==> src/rtl/wta_spike_capture.sv <==
// Winner-take-all spike capture: one first-edge record per gamma cycle,
// buffered in a small FIFO behind a valid/ready interface.
module wta_spike_capture #(
    parameter int GAMMA_CYCLE_WIDTH = 16,
    parameter int PULSE_WIDTH       = 8,
    parameter int NUM_INPUTS        = 16,
    parameter int FIFO_DEPTH        = 4,
    localparam int IW = $clog2(NUM_INPUTS),
    localparam int TW = $clog2(GAMMA_CYCLE_WIDTH),
    localparam int LW = $clog2(FIFO_DEPTH) + 1
) (
    input  logic                  aclk,
    input  logic                  rst,
    input  logic [NUM_INPUTS-1:0] spikes_in,
    output logic [TW-1:0]         gamma_phase,
    output logic                  out_valid,
    input  logic                  out_ready,
    output logic [IW-1:0]         out_winner,
    output logic [TW-1:0]         out_time,
    output logic                  out_multi,
    output logic                  out_none,
    output logic [LW-1:0]         fifo_level,
    output logic [7:0]            overflow_count
);

    localparam int PW = $clog2(FIFO_DEPTH);

    if (GAMMA_CYCLE_WIDTH < 2 || NUM_INPUTS < 2 || PULSE_WIDTH < 1) begin : g_bad_param
        $error("wta_spike_capture: illegal parameter value");
    end

    typedef enum logic {IDLE, CAPTURED} state_t;

    typedef struct packed {
        logic [IW-1:0] winner;
        logic [TW-1:0] tstamp;
        logic          multi;
        logic          none;
    } rec_t;

    logic [TW-1:0]         phase_q, phase_d;
    logic [NUM_INPUTS-1:0] prev_q;
    logic [NUM_INPUTS-1:0] rise;
    state_t                state_q, state_d;
    logic [IW-1:0]         win_q, win_d;
    logic [TW-1:0]         tim_q, tim_d;
    logic                  multi_q, multi_d;
    logic [IW-1:0]         lo_idx;
    logic                  multi_now;
    logic                  close;
    rec_t                  rec;

    rec_t                  mem [FIFO_DEPTH];
    logic [PW-1:0]         wr_ptr_q, wr_ptr_d;
    logic [PW-1:0]         rd_ptr_q, rd_ptr_d;
    logic [LW-1:0]         level_q, level_d;
    logic [7:0]            ovf_q, ovf_d;
    logic                  pop, full, wr_en, drop;
    rec_t                  head;

    assign rise      = spikes_in & ~prev_q;
    assign multi_now = |(rise & (rise - NUM_INPUTS'(1)));
    assign close     = (phase_q == TW'(GAMMA_CYCLE_WIDTH - 1));
    assign phase_d   = close ? '0 : phase_q + 1'b1;

    // Scan downward so the lowest set index is the one that sticks.
    always_comb begin
        lo_idx = '0;
        for (int i = NUM_INPUTS - 1; i >= 0; i--) begin
            if (rise[i]) lo_idx = IW'(i);
        end
    end

    always_comb begin
        state_d    = state_q;
        win_d      = win_q;
        tim_d      = tim_q;
        multi_d    = multi_q;
        rec        = '0;
        rec.none   = 1'b1;
        unique case (state_q)
            IDLE: begin
                if (|rise) begin
                    state_d = CAPTURED;
                    win_d   = lo_idx;
                    tim_d   = phase_q;
                    multi_d = multi_now;
                end
            end
            CAPTURED: ;
            default: state_d = IDLE;
        endcase
        if (close) begin
            if (state_q == CAPTURED) begin
                rec = '{winner: win_q, tstamp: tim_q, multi: multi_q, none: 1'b0};
            end else if (|rise) begin
                rec = '{winner: lo_idx, tstamp: phase_q, multi: multi_now, none: 1'b0};
            end
            state_d = IDLE;
        end
    end

    assign pop   = (level_q != '0) && out_ready;
    assign full  = (level_q == LW'(FIFO_DEPTH));
    assign wr_en = close && (!full || pop);
    assign drop  = close && full && !pop;

    always_comb begin
        wr_ptr_d = wr_en ? wr_ptr_q + 1'b1 : wr_ptr_q;
        rd_ptr_d = pop ? rd_ptr_q + 1'b1 : rd_ptr_q;
        level_d  = level_q;
        unique case ({wr_en, pop})
            2'b10:   level_d = level_q + 1'b1;
            2'b01:   level_d = level_q - 1'b1;
            default: level_d = level_q;
        endcase
        ovf_d = (drop && ovf_q != 8'hFF) ? ovf_q + 1'b1 : ovf_q;
    end

    always_ff @(posedge aclk or posedge rst) begin
        if (rst) begin
            phase_q  <= '0;
            prev_q   <= '0;
            state_q  <= IDLE;
            win_q    <= '0;
            tim_q    <= '0;
            multi_q  <= 1'b0;
            wr_ptr_q <= '0;
            rd_ptr_q <= '0;
            level_q  <= '0;
            ovf_q    <= '0;
        end else begin
            phase_q  <= phase_d;
            prev_q   <= spikes_in;
            state_q  <= state_d;
            win_q    <= win_d;
            tim_q    <= tim_d;
            multi_q  <= multi_d;
            wr_ptr_q <= wr_ptr_d;
            rd_ptr_q <= rd_ptr_d;
            level_q  <= level_d;
            ovf_q    <= ovf_d;
        end
    end

    // Storage needs no reset: the head is masked while the FIFO is empty.
    always_ff @(posedge aclk) begin
        if (wr_en) mem[wr_ptr_q] <= rec;
    end

    assign head           = mem[rd_ptr_q];
    assign out_valid      = (level_q != '0);
    assign out_winner     = out_valid ? head.winner : '0;
    assign out_time       = out_valid ? head.tstamp : '0;
    assign out_multi      = out_valid & head.multi;
    assign out_none       = out_valid & head.none;
    assign fifo_level     = level_q;
    assign overflow_count = ovf_q;
    assign gamma_phase    = phase_q;

endmodule

==> config.mk <==
export PLATFORM = sky130hd
export DESIGN_NAME = wta_spike_capture
export DESIGN_NICKNAME = d
export VERILOG_FILES = /design/src/rtl/wta_spike_capture.sv
export SDC_FILE = /design/constraint.sdc
export NUM_CORES = 1
export LEC_CHECK = 0
export BUFFER_PORTS_ARGS = -buffer_cell sky130_fd_sc_hd__buf_2
export CELL_PAD_IN_SITES_DETAIL_PLACEMENT = 1
export CELL_PAD_IN_SITES_GLOBAL_PLACEMENT = 2
export CORE_ASPECT_RATIO = 1.5
export CORE_MARGIN = 3
export CORE_UTILIZATION = 43
export DETAILED_ROUTE_END_ITERATION = 8
export PLACE_DENSITY = 0.92
export SLEW_MARGIN = 15
export SYNTH_ARGS = -nofsm -noshare
export SYNTH_HDL_FRONTEND = slang
export SYNTH_SLANG_ARGS = --single-unit
==> constraint.sdc <==
create_clock -name aclk -period 5.7 [get_ports aclk]
set_input_delay 1.425 -clock aclk [delete_from_list [all_inputs] [get_ports aclk]]
set_output_delay 1.425 -clock aclk [all_outputs]
set_load 0.02 [all_outputs]
==> out/qor.yml, run 1 <==
outcome:
  run_status: "finished, final reports clean"
critical_path:
  crit_type: "reg -> out"
  cp.arrival_ps: 2070
  required_ps: 4280
  path_max_fanout: 12
  start_kind: "flip-flop"
  cp-end-kind: "output pin"
timing:
  slew_violations: 0
  period_share: 0.613
  hold_ws_ps: 476
  slew_headroom: 0.514
  max_freq_mhz: 286
  worst_slack_ps: 2210
  rsz0062_at_grt: "no"
  setup_viol_count_final: 0
  hold_viol_final: 0
  tightestPinTransition_ps: 729
  fin_crit_ps: 3490
  fin_skew_ps: 4.75
  setup_tns_ps: 0
place:
  port_buffers: 44
  hpwl_um: 5370
  post-place-ws_ps: 2140
  place.gp.congestion: 0.824
route:
  drcViolationCount: 0
  viasPerCell: 5.33
  antenna_left: 0
  drt-initial-drc-count: 104
  drt_first_pass_iters: 5
  totalWireLength_um: 7590
  vias: 2441
  routedWlPerCell_um: 16.6
floorplanning:
  die_y_um: 121
  row_count: 41
  dieArea_sq_um: 10000
  initial_core_util: 0.445
  chipWidth_um: 82.7
  core_area_sq_um: 8520
  ioPinCount: 45
logic_synthesis:
  synth-seq-area-share: 0.613
  syn_nets: 322
  yosys.area.top_type: "edfxtp_1"
  synth_top_cell_area_share: 0.317
  synth_edf_count: 40
  ys_top_cells_by_area: "edfxtp_1, dfrtp_1, mux4_2"
  synth.distinct_cells: 49
  synth_most_common_cell: "dfrtp_1"
  synth_area_per_cell_sq_um: 12.8
  async_flop_share: 0.529
  synthCells: 296
  ys_ff_latch: 85
  netlist_area_sq_um: 3790
  yosys_warnings: 0
  synth_flop_cell: "dfrtp_1"
  synthTopCellsByCount: "dfrtp_1, edfxtp_1, nand2_1"
power:
  power_density_nw_per_um2: 389
  ir_worst_vdd_uv: 183
  leakagePower_nw: 1.79
  fin_total_pwr_mw: 1.72
finish:
  num_antenna_cells: 0
  nets: 372
  final_layout_size_suffix_gt1_frac: 0.248
  n_fill_cell: 937
  syn2layout_area_growth_pct: 16.5
cts:
  clock_latency_ps: 340
  cts.htree.levels: 3
  clkTransAtPathRegs_ps: 60
  cts_root_buf: "clkbuf_16"
  cts_hold_buf: 0
  cts_tree: "built"
  clkSinkCount: 85
  numCtsBuffers: 9
  cts.repair.resized: 0
  max-clock-path-buffers: 2
  post_cts_buffers: 0
global_routing:
  grt-ovfl-total: 0
  grt_max_degree: 46
  grt_pass1_wl_um: 12800
  grt_antenna_before_repair: 0
  grt_usage: 0.173
  grt_pass1_vias: 2596
worst_hold_path:
  min-delay-path-class: "reg -> reg"
flow_run:
  drv_cap: 0
path summary, 6_finish.rpt:
path / start / endpoint / slack, ps / depth (start not counted)
worst min-delay path: win_q[2] / win_q[2] / 480 / 2
worst max register to register: gamma_phase[0] / mem[2][8] / 3170 / 4
max in group asynchronous: rst / prev_q[15] / 4110 / 3
worst max-delay path: rd_ptr_q[0] / out_time[3] / 2210 / 3
worst min register to register: win_q[2] / win_q[2] / 480 / 2
min in group asynchronous: rst / prev_q[2] / 1220 / 3
through the flow:
| step | util | cells | area [sq um] |
|---|---|---|---|
| 2_1_floorplan | - | 296 | 3790 |
| 3_3_place_gp | 0.484 | 442 | 4120 |
| 3_5_place_dp | 0.484 | 442 | 4120 |
| 4_1_cts | 0.519 | 458 | 4420 |
| 5_1_grt | 0.519 | 458 | 4420 |
| 6_report | 0.519 | 458 | 4420 |
worst max-delay path: stages (launching register included):
cell and delay (ps):
dfrtp_1 810, mux4_2 600, nor2b_1 150, buf_2 160
cell families (layout without fill, tap and decap cells):
group | count (synthesis) | in the layout | synth area share
AOI/OAI and AO/OA | 46 | 46 | 0.0772
xor gates and xnor gates | 14 | 14 | 0.0323
adders and majority gates | 8 | 8 | 0.0277
buffers and inverters | 18 | 73 | 0.0218
DFF | 85 | 85 | 0.613
muxes | 11 | 11 | 0.0623
and+or+nand+nor | 114 | 114 | 0.165
routing by layer:
metal | routed length, um | vias up | global-route usage
met1 | 3080 | 1212 | 0.197
met4 | 164 | 0 | 0.0665
met5 | 0 | - | 0
met2 | 4010 | 52 | 0.299
li1 | - | 1165 | -
met3 | 338 | 12 | 0.0475
where the power goes:
group / switching [mW] / internal [mW]
clock: 0.240 / 0.341
sequential: 0.0742 / 0.675
combinational: 0.211 / 0.179
flip-flops by register name, indices dropped and copies added (netlist names):
signal and count:
mem 40, prev_q 16, overflow_count 8, gamma_phase 4, tim_q 4, win_q 4, fifo_level 3, rd_ptr_q 2
wr_ptr_q 2, multi_q 1, state_q 1
layout by cell type, fill, tap and decap left out, types with 3 or more instances in the layout:
master,count
dfrtp_1,45
buf_2,44
edfxtp_1,40
nand2_1,35
nor2_1,16
nor2b_1,14
a21oi_1,12
o21ai_0,12
inv_1,10
mux4_2,10
clkbuf_16,9
xnor2_1,8
nand3_1,7
or2b_2,6
nor3_1,6
xor2_1,6
ha_1,6
nand2b_1,5
and2_1,5
nand4_1,4
a31oi_1,4
nor2b_4,3
o31ai_1,3
and3_1,3
layout make-up:
class	instances	area, sq um	share of cell area
repair buffers	46	235	0.0532
clock buffers	9	225	0.0509
clock inverters	7	73.8	0.0167
flip-flops and latches	85	2330	0.526
well taps	107	134	0.0303
inverters	11	41.3	0.00934
multi-input cells	193	1380	0.313
Note: power is estimated with default switching activity, not from simulation.
==> inputs of run 2 (changes only) <==
CORE_UTILIZATION = 40   (was 43)
PLACE_DENSITY = 0.86   (was 0.92)
clock period = 3.51 ns   (was 5.7 ns; I/O delays follow)
==> out/qor.yml, run 2 (same netlist as run 1, synthesis figures left out) <==
cts:
  cts_hold_buf: 0  # unchanged
  cts.htree.levels: 3  # unchanged
  max-clock-path-buffers: 2  # unchanged
  cts_root_buf: "clkbuf_16"
  numCtsBuffers: 9  # unchanged
  cts.repair.resized: 0  # unchanged
  post_cts_buffers: 0  # unchanged
  cts_tree: "built"
  clkTransAtPathRegs_ps: 50  # about the same
  clkSinkCount: 85  # unchanged
  clock_latency_ps: 330  # about the same
critical_path:
  crit_type: "reg -> out"
  cpMaxStageDelayCell: "dfrtp_1"
  cp.arrival_ps: 2050  # -20 ps
  cp-end-kind: "output pin"
  max_stage_delay_ps: 820  # about the same
  path_max_fanout: 12  # unchanged
  required_ps: 2630  # -1650 ps
  cp_cell_sequence: "mux4_2, nor2b_1, buf_2"
  start_kind: "flip-flop"
floorplanning:
  row_count: 42  # +2.4%
  dieArea_sq_um: 10700  # +7.0%
  core_area_sq_um: 9040  # +6.1%
  ioPinCount: 45  # unchanged
  chipWidth_um: 85.5  # +3.4%
  initial_core_util: 0.420  # -0.0258
  die_y_um: 125  # +3.5%
outcome:
  run_status: "finished, final reports clean"
finish:
  regArea_sq_um: 2330  # unchanged
  nets: 374  # +0.54%
  syn2layout_area_growth_pct: 15.8
  final_layout_size_suffix_gt1_frac: 0.239  # -0.00923
  n_fill_cell: 977  # +4.3%
  num_antenna_cells: 0  # unchanged
  final_common_cell: "dfrtp_1"
  largest_reg_flops: 40  # unchanged
  max_flop_register: "mem"
  layout.cells.non_filler: 462  # +0.87%
  final_cell_mix: "dfrtp_1, buf_2, edfxtp_1"
  multi_input_area_sq_um: 1380  # unchanged
route:
  vias: 2394  # -1.9%
  totalWireLength_um: 7160  # -5.7%
  drt-initial-drc-count: 62  # -40%
  viasPerCell: 5.18  # -2.8%
  routedWlPerCell_um: 15.5  # -6.5%
  drt_first_pass_iters: 4  # -1
  drcViolationCount: 0  # unchanged
  antenna_left: 0  # unchanged
global_routing:
  grt_antenna_before_repair: 0  # unchanged
  grt_usage: 0.149  # -0.0234
  grt_pass1_vias: 2560  # -1.4%
  use_met3: 0.0257  # -0.0219
  gr-max-usage-layer: "met2"
  grt_max_degree: 25  # -46%
  grt-ovfl-total: 0  # unchanged
  met2_usage: 0.258  # -0.0414
  grt_pass1_wl_um: 12400  # -3.1%
  grtUsageMet1: 0.172  # -0.0256
place:
  hpwl_um: 5300  # -1.2%
  dpl.cell_count: 447  # +1.1%
  post-place-ws_ps: 514  # -1630 ps
  port_buffers: 44  # unchanged
  place.gp.congestion: 0.764  # -7.2%
timing:
  tightestPinTransition_ps: 770  # +41.0 ps
  worst_slack_ps: 581  # -1630 ps
  rsz0062_at_grt: "no"
  period_share: 0.835
  slew_violations: 0  # unchanged
  setup_tns_ps: 0  # unchanged
  setup_viol_count_final: 0  # unchanged
  fin_skew_ps: 3.95  # -0.805 ps
  max_freq_mhz: 341
  hold_viol_final: 0  # unchanged
  fin_crit_ps: 2930
  slew_headroom: 0.483  # -0.0305
power:
  intPower_mw: 1.86  # +56%
  power_frac_comb: 0.237  # +0.010
  swShare: 0.302  # -0.00370
  fin_total_pwr_mw: 2.67  # +55%
  seqPwrFrac: 0.457  # +0.021
  ir_worst_vdd_uv: 417  # +130%
  leakagePower_nw: 1.78  # -0.92%
  clock_power_share: 0.306  # -0.032
  switching_power_mw: 0.804  # +53%
  power_density_nw_per_um2: 607  # +56%
worst_hold_path:
  min-delay-path-class: "reg -> reg"
flow_run:
  drv_cap: 0  # unchanged
==> run 2: power groups by stage <==
stage | Clock, mW | Sequential (mW) | Combinational, mW
after global placement | 0 | 1.23 | 0.627
final | 0.815 | 1.22 | 0.633
after CTS | 0.836 | 1.22 | 0.649
after global routing | 0.875 | 1.24 | 0.707
after detailed placement | 0 | 1.24 | 0.642
after floorplan | 0 | 1.20 | 0.481
==> run 2: metal layers <==
layer,part of all wire,up-vias
met5,0,-
met4,0.026,0
met3,0.035,12
met2,0.53,38
met1,0.40,1177
li1,-,1167
==> run 2: worst paths after layout <==
| kind | startpoint | to | slack, ps | cells past startpoint |
|---|---|---|---|---|
| hold / removal | multi_q | multi_q | 470 | 2 |
| hold reg to reg | multi_q | multi_q | 470 | 2 |
| setup reg to reg | gamma_phase[0] | fifo_level[2] | 1160 | 8 |
| setup / recovery | rd_ptr_q[0] | out_time[3] | 580 | 3 |
| max in group asynchronous | rst | prev_q[10] | 2220 | 3 |
| min in group asynchronous | rst | gamma_phase[2] | 580 | 2 |
==> run 2: layout make-up <==
type	instances	area share
Timing Repair Buffer	48	0.0570
Inverter	11	0.00940
Clock inverter	2	0.00285
Sequential cell	85	0.530
Tap cell	110	0.0313
Multi-Input combinational cell	193	0.315
Clock buffer	13	0.0547
==> run 2: critical path, delay by kind of cell, from the launching register on <==
family,cells,cell delay [ps]
buffers and inverters,1,150
flip-flops,1,820
multiplexers,1,600
AND/OR/NAND/NOR,1,140
==> run 2: metrics by stage <==
step | utilization | cell area, sq um | hold WS [ps]
6_report | 0.486 | 4390 | 473
5_1_grt | 0.486 | 4390 | 503
4_1_cts | 0.486 | 4390 | 478
3_5_place_dp | 0.458 | 4140 | 464
3_3_place_gp | 0.458 | 4140 | 458
2_1_floorplan | - | 3790 | 446
